[src/rtl/regfile_dump_pkg.sv]
// regfile_dump shared types and default sizes.
// Also used by registerunit and the trace port.
package regfile_dump_pkg;

  localparam int NREGS_DEF  = 32;
  localparam int ADDR_W_DEF = 5;
  localparam int DATA_W_DEF = 32;

  typedef enum logic [1:0] {
    IDLE = 2'd0,
    READ = 2'd1,
    SEND = 2'd2,
    DONE = 2'd3
  } dump_state_e;

endpackage

[src/rtl/regfile_dump_if.sv]
// Control, register-file read port and output stream
// of the register-file dump engine.
interface regfile_dump_if
  import regfile_dump_pkg::*;
#(
  parameter int ADDR_W = ADDR_W_DEF,
  parameter int DATA_W = DATA_W_DEF
);

  logic              start;
  logic              abort;
  logic              busy;
  logic              done;
  logic [ADDR_W-1:0] rf_addr;
  logic [DATA_W-1:0] rf_data;
  logic              out_valid;
  logic              out_ready;
  logic [DATA_W-1:0] out_data;
  logic [ADDR_W-1:0] out_index;

  // Dump engine side.
  modport master (
    input  start,
    input  abort,
    input  rf_data,
    input  out_ready,
    output busy,
    output done,
    output rf_addr,
    output out_valid,
    output out_data,
    output out_index
  );

  // Requester / register file / consumer side.
  modport slave (
    output start,
    output abort,
    output rf_data,
    output out_ready,
    input  busy,
    input  done,
    input  rf_addr,
    input  out_valid,
    input  out_data,
    input  out_index
  );

endinterface

[src/rtl/regfile_dump.sv]
// Walks register indices 0..NREGS-1 through one read port
// and streams each captured value out tagged with its index.
module regfile_dump
  import regfile_dump_pkg::*;
#(
  parameter int NREGS  = NREGS_DEF,
  parameter int ADDR_W = ADDR_W_DEF,
  parameter int DATA_W = DATA_W_DEF
) (
  input  logic           clk,
  input  logic           rst,
  regfile_dump_if.master bus
);

  localparam logic [ADDR_W-1:0] LAST = ADDR_W'(NREGS - 1);

  dump_state_e       state_q, state_d;
  logic [ADDR_W-1:0] idx_q, idx_d;
  logic [DATA_W-1:0] data_q, data_d;
  logic [ADDR_W-1:0] oidx_q, oidx_d;
  logic              hs;
  logic              last;

  // A word leaves only while it is presented in SEND.
  assign hs   = (state_q == SEND) && bus.out_ready;
  assign last = (idx_q == LAST);

  // State register.
  always_ff @(posedge clk or posedge rst) begin
    if (rst) begin
      state_q <= IDLE;
    end else begin
      state_q <= state_d;
    end
  end

  // Next state; abort overrides everything else.
  always_comb begin
    state_d = state_q;
    if (bus.abort) begin
      state_d = IDLE;
    end else begin
      unique case (state_q)
        IDLE: if (bus.start) state_d = READ;
        READ: state_d = SEND;
        SEND: if (hs) state_d = last ? DONE : READ;
        DONE: state_d = IDLE;
        default: state_d = IDLE;
      endcase
    end
  end

  // Index walk and capture of the read port.
  always_comb begin
    idx_d  = idx_q;
    data_d = data_q;
    oidx_d = oidx_q;
    if (bus.abort) begin
      idx_d = '0;
    end else begin
      unique case (state_q)
        IDLE: idx_d = '0;
        READ: begin
          data_d = bus.rf_data;
          oidx_d = idx_q;
        end
        SEND: if (hs && !last) idx_d = idx_q + ADDR_W'(1);
        DONE: idx_d = '0;
        default: idx_d = '0;
      endcase
    end
  end

  // Index and output word registers.
  always_ff @(posedge clk or posedge rst) begin
    if (rst) begin
      idx_q  <= '0;
      data_q <= '0;
      oidx_q <= '0;
    end else begin
      idx_q  <= idx_d;
      data_q <= data_d;
      oidx_q <= oidx_d;
    end
  end

  // Outputs decode from registered state only.
  always_comb begin
    bus.busy      = (state_q == READ) || (state_q == SEND);
    bus.done      = (state_q == DONE);
    bus.out_valid = (state_q == SEND);
    bus.rf_addr   = idx_q;
    bus.out_data  = data_q;
    bus.out_index = oidx_q;
  end

endmodule
[src/flat_wrapper.sv]
// flat-port wrapper written by rule: the top's interface ports become plain ports
module regfile_dump_flat import regfile_dump_pkg::*;
#(
  parameter int NREGS  = NREGS_DEF,
  parameter int ADDR_W = ADDR_W_DEF,
  parameter int DATA_W = DATA_W_DEF
)
  (clk, rst, bus_start, bus_abort, bus_rf_data, bus_out_ready, bus_busy, bus_done, bus_rf_addr, bus_out_valid, bus_out_data, bus_out_index);
  regfile_dump_if #(.ADDR_W(ADDR_W), .DATA_W(DATA_W)) bus_i ();
  input  logic clk;
  input  logic rst;
  input wire logic [$bits(bus_i.start)-1:0] bus_start;
  input wire logic [$bits(bus_i.abort)-1:0] bus_abort;
  input wire logic [$bits(bus_i.rf_data)-1:0] bus_rf_data;
  input wire logic [$bits(bus_i.out_ready)-1:0] bus_out_ready;
  output wire logic [$bits(bus_i.busy)-1:0] bus_busy;
  output wire logic [$bits(bus_i.done)-1:0] bus_done;
  output wire logic [$bits(bus_i.rf_addr)-1:0] bus_rf_addr;
  output wire logic [$bits(bus_i.out_valid)-1:0] bus_out_valid;
  output wire logic [$bits(bus_i.out_data)-1:0] bus_out_data;
  output wire logic [$bits(bus_i.out_index)-1:0] bus_out_index;
  assign bus_i.start = bus_start;
  assign bus_i.abort = bus_abort;
  assign bus_i.rf_data = bus_rf_data;
  assign bus_i.out_ready = bus_out_ready;
  assign bus_busy = bus_i.busy;
  assign bus_done = bus_i.done;
  assign bus_rf_addr = bus_i.rf_addr;
  assign bus_out_valid = bus_i.out_valid;
  assign bus_out_data = bus_i.out_data;
  assign bus_out_index = bus_i.out_index;
  regfile_dump #(.NREGS(NREGS), .ADDR_W(ADDR_W), .DATA_W(DATA_W)) u_core (.clk(clk), .rst(rst), .bus(bus_i));
endmodule
[config.mk]
export PLATFORM = sky130hd
export DESIGN_NAME = regfile_dump_flat
export DESIGN_NICKNAME = d
export VERILOG_FILES = /design/src/rtl/regfile_dump_pkg.sv /design/src/rtl/regfile_dump_if.sv /design/src/rtl/regfile_dump.sv /design/src/flat_wrapper.sv
export SDC_FILE = /design/constraint.sdc
export NUM_CORES = 1
export LEC_CHECK = 0
export ABC_AREA = 1
export CAP_MARGIN = 20
export CORE_MARGIN = 2
export CORE_UTILIZATION = 40
export CTS_CLUSTER_SIZE = 10
export DETAILED_ROUTE_END_ITERATION = 6
export MAX_ROUTING_LAYER = met4
export PLACE_DENSITY_LB_ADDON = 0.08
export SLEW_MARGIN = 10
export SYNTH_ARGS = -nofsm -noshare
export SYNTH_HDL_FRONTEND = slang
export SYNTH_SLANG_ARGS = --single-unit
[constraint.sdc]
create_clock -name clk -period 2.2 [get_ports clk]
set_clock_uncertainty 0.15 [all_clocks]
set_input_delay 0.66 -clock clk [delete_from_list [all_inputs] [get_ports clk]]
set_output_delay 0.66 -clock clk [all_outputs]
set_load 0.01 [all_outputs]
== Word level (Yosys, flattened, before mapping) ==
Cells that the tools add are included.
Cells by class
  add/sub/neg operators: 1
  equality and inequality tests: 7
  multiplexer cells: 8
  bitwise operators: 1
  reductions and logical operators: 10
Operators by type and width (number)
  $mux W5: 2
  $pmux W5 S2: 1
  $mux W2: 4
  $pmux W2 S4: 1
  $ne A3 B2 Y1 const B: 2
  $reduce_and A2 Y1: 3
  $add A5 B1 Y5 const B: 1
  $eq A5 B5 Y1 const B: 1
  $eq A2 B2 Y1 const B: 2
  $ne A3 B3 Y1 const B: 1
  $reduce_bool A3 Y1: 1
  $eq A2 B1 Y1 const B: 1
  $logic_and A1 B1 Y1: 2
  $logic_not A2 Y1: 1
  $reduce_or A2 Y1: 1
  $logic_not A1 Y1: 1
  $logic_or A1 B1 Y1: 1
  $not A1 Y1: 1
Storage, ports and cells
  flip-flop bits (word level): 44
  input bits: 37
  output and inout bits: 45
  word-level logic and storage cells: 31

== Depth between registers and ports, before layout ==
  depth in word-level cells: 6
  gate-level depth with buffers: 9
  depth with buffers taken out: 9

== Worst setup path before layout ==
No wires, ideal clock.
  kind: register to output
  from: reg u_core.state_q[1]
  to: out bus_busy
  arrival: 0.810 ns
  data required time: 1.390 ns
  slack: 0.580 ns
  cell stages (with the launch flop): 3
  path buffers: 0
  path through: dfrtp_1 > inv_1 > ha_1
On the way
  longest elaborated chain between the ends: 2
  elaborated cells between the ends (all ways): 3
  those cells by class: eq/ne (2); reduce/logical (1)
RTL lines
  from (decl): line regfile_dump.sv:17  | dump_state_e state_q, state_d;
  from (signal assigned): line regfile_dump.sv:33  | state_q <= state_d;
  $eq A2 B1 Y1 / $eq A2 B2 Y1 (equally long branches): line regfile_dump.sv:89  | bus.busy = (state_q == READ) || (state_q == SEND);
  $logic_or A1 B1 Y1 *: line regfile_dump.sv:89
  to (decl): line flat_wrapper.sv:16  | output wire logic [$bits(bus_i.busy)-1:0] bus_busy;
Mark *: on every way between the ends. The rest lies on a longest branch, timed or not.

== Worst setup path in the final report ==
Ends and elaborated chain as after synthesis.

==> results.ini <==
[outcome]
run_status = completed

[route]
detail_route.wl_per_cell_um = 14.3
drtIter0Drc = 62
detail_route.vias_per_cell = 4.59
postRouteAntennaNets = 0
num_vias = 1424
firstDrtPassIters = 4
wire_length_reported_by_the_detailed_router_mm = 4.44
drt_drc_violations_left = 0

[sta]
final_setup_viols = 0
layout_setup_ws_ns = 0.0484
hold_viol = 0
count_of_pins_over_their_slew_limit = 0
setup_total_negative_slack_ns = 0
slew_headroom_pct = 78.6
worst_slew_pin_slew_ns = 0.321
achievable-frequency_ghz = 0.465
final_min_period_over_clock_period_pct = 97.8
final.min_clock_period_ns = 2.15
rsz0062_at_grt = false

[grt]
grt_first_pass_wirelength_mm = 7.01
global_routing_usage_on_met1_pct = 22.3
groute.layer.met3.usage_pct = 4.55
gr-usage-met2_pct = 25.9
globalRouteOverflowTotal = 0
first_global_vias = 1430
grt_max_degree = 32
global_route.peak_usage_layer = met2
overall_routing_resource_usage_pct = 17.1
grt_antenna_before_repair = 0

[power_and_ir_drop]
power-per-cell-area_mw_per_mm2 = 1280
p_leak_nw = 1.48
total_power_mw = 4.00
max_rail_drop_vdd_uv = 707

[worst_setup_path]
slowest_delay_ns = 0.40
kind_of_launch_point_of_the_worst_setup_path = flop
path_class = flop to primary output
timing.critical_path.max_delay_family = buffers and inverters
timing.critical_path.cells = inv_1 -> ha_4 -> dlygate4sd2_1
critical_path.slowest_cell = dfrtp_1
cp.arrival_ns = 1.34
worstPathRequired_ns = 1.39
worstSetupEndpointType = primary output
path_max_fanout = 3
path_buf_inv = 2

[logic_synthesis]
postSynthNetCount = 190
synth.top_cells.by_area = dfrtp_1 (55%), mux2_4 (25%), ha_1 (4.4%), nand2_1 (4.3%), o21ai_0 (2.7%)
synth_xor_area_share_pct = 0
post_synth_mux_area_share_pct = 25.2
syn-mean-instance-area_sq_um = 13.7
sequential_fraction_of_the_synthesis_area_pct = 54.9
synth_simple_gate_area_share_pct = 8.73
synth.largest_area_cell = dfrtp_1
yosys.cell_types.count = 15
synth.yosys.warnings = 0
synthCells = 146
adder_and_majority_cell_fraction_of_the_synthesized_area_pct = 4.36
dominant_combinational_cell_family_by_area_after_synthesis = multiplexers
ys_ff_latch = 44
synth-compound-area-share_pct = 2.74
synth_top_cell_area_share_pct = 54.9
mappedNetlistArea_sq_mm = 0.00201

[finish]
area_growth_syn_to_layout_pct = 55.8
mostFrequentLayoutCell = clkdlybuf4s50_1
num_antenna_cells = 0
post_route_cells_drive_above_1_share_pct = 24.7
most-common-layout-cells = clkdlybuf4s50_1 (78), dfrtp_1 (44), mux2_4 (33)
final_util_pct = 65.3
nNetsFinal = 286

[clock_network]
cts_tree = yes
clk-insertion-delay-late_ns = 0.29
clock-sinks = 44
cts_bufs_inserted = 5
htree_levels = 2
clockBufferDepth = 2
clk_root_buffer_cell = clkbuf_8
cts_clock_pin_slew_for_the_worst_setup_and_hold_paths_ns = 0.08
cts_stage_hold_buffer_count = 0

[place]
post-dp-hpwl_mm = 3.40
gpl.final_weighted_congestion = 0.855
place_ws_ns = 0.0469
quantity_of_i_o_buffers_inserted_on_ports = 81

[floorplan]
die_h_um = 74.8
fp.coreArea_sq_mm = 0.00479
chip_width_um = 74.8
row_count = 25
io-pin-count = 82
initial_core_util_pct = 41.9
floorplan.die_area_sq_mm = 0.00560

[flow_run]
timing.max_cap.violations = 0

[worst_hold_path]
holdCritPathClass = flop to flop

==> Yosys cell counts <==
cell type,instances
nand2_8,1
nor2_1,5
dfrtp_1,44
nand2_1,23
nand3_1,4
nand3_2,1
inv_1,8
nand3b_1,1
mux2_4,33
nand4_1,2
mux2_2,1
inv_4,1
buf_6,4
ha_1,7
o21ai_0,11
==> where the power goes <==
| part | switching (mW) | total [mW] | leakage, nW | internal [mW] |
|---|---|---|---|---|
| Combinational | 0.702 | 1.99 | 0.881 | 1.29 |
| Sequential | 0.210 | 1.36 | 0.542 | 1.15 |
| Clock | 0.269 | 0.640 | 0.0614 | 0.371 |
==> stage by stage <==
stage          hold WS [ns]  instances  cell area (sq um)
3_3_place_gp          0.331        302               3000
6_report              0.337        310               3130
4_1_cts               0.342        310               3110
3_5_place_dp          0.322        302               3000
5_1_grt               0.372        310               3130
2_1_floorplan         0.357        146               2010
==> sequential cells by signal (all words and copies together), names as in the netlist <==
| signal | flops |
|---|---|
| u_core.bus.out_data | 32 |
| u_core.state_q | 2 |
| u_core.bus.out_index | 5 |
| u_core.bus.rf_addr | 5 |
==> worst paths after layout <==
kind                                          from                       to  slack [ns]  depth (start not counted)
hold / removal             u_core.bus.out_index[3]  u_core.bus.out_index[3]        0.34                          2
setup reg to reg             u_core.bus.rf_addr[0]    u_core.bus.rf_addr[0]        0.37                          8
min in group asynchronous                      rst  u_core.bus.out_data[29]        0.48                          2
setup / recovery                 u_core.state_q[1]                 bus_busy        0.05                          3
max in group asynchronous                      rst  u_core.bus.out_data[21]        0.95                          3
hold reg to reg            u_core.bus.out_index[3]  u_core.bus.out_index[3]        0.34                          2
==> tightest hold or removal path: stages, from the launching register on <==
cell     delay, ns
dfrtp_1       0.35
nand2_1       0.05
o21ai_0       0.06
==> logic make-up (layout without fill, tap and decap cells) <==
logic type,after synthesis,count (layout)
compound gates,11,11
fa+ha+maj,7,7
mux,34,34
flops,44,44
buf+inv,13,110
simple gates,37,37
==> layer usage <==
layer	up-vias	share of wire, %
met5	-	0
met4	0	1.5
met3	8	5.7
met2	48	48
met1	688	44
li1	680	-
==> timing repair <==
item                       CTS  global route
setup endpoints to repair    3             1
pin swaps                    0             0
gates resized for setup      4             1
setup buffers                0             0
==> cell type report <==
| class | instances | area [sq um] |
|---|---|---|
| fill | 368 | 1660 |
| sequential | 44 | 1100 |
| timing repair buffer | 93 | 947 |
| multi-input combinational | 89 | 837 |
| tap | 67 | 83.8 |
| clock buffer | 6 | 82.6 |
| clock inverter | 2 | 38.8 |
| inverter | 9 | 36.3 |
Power figures use the tool's default switching activity.
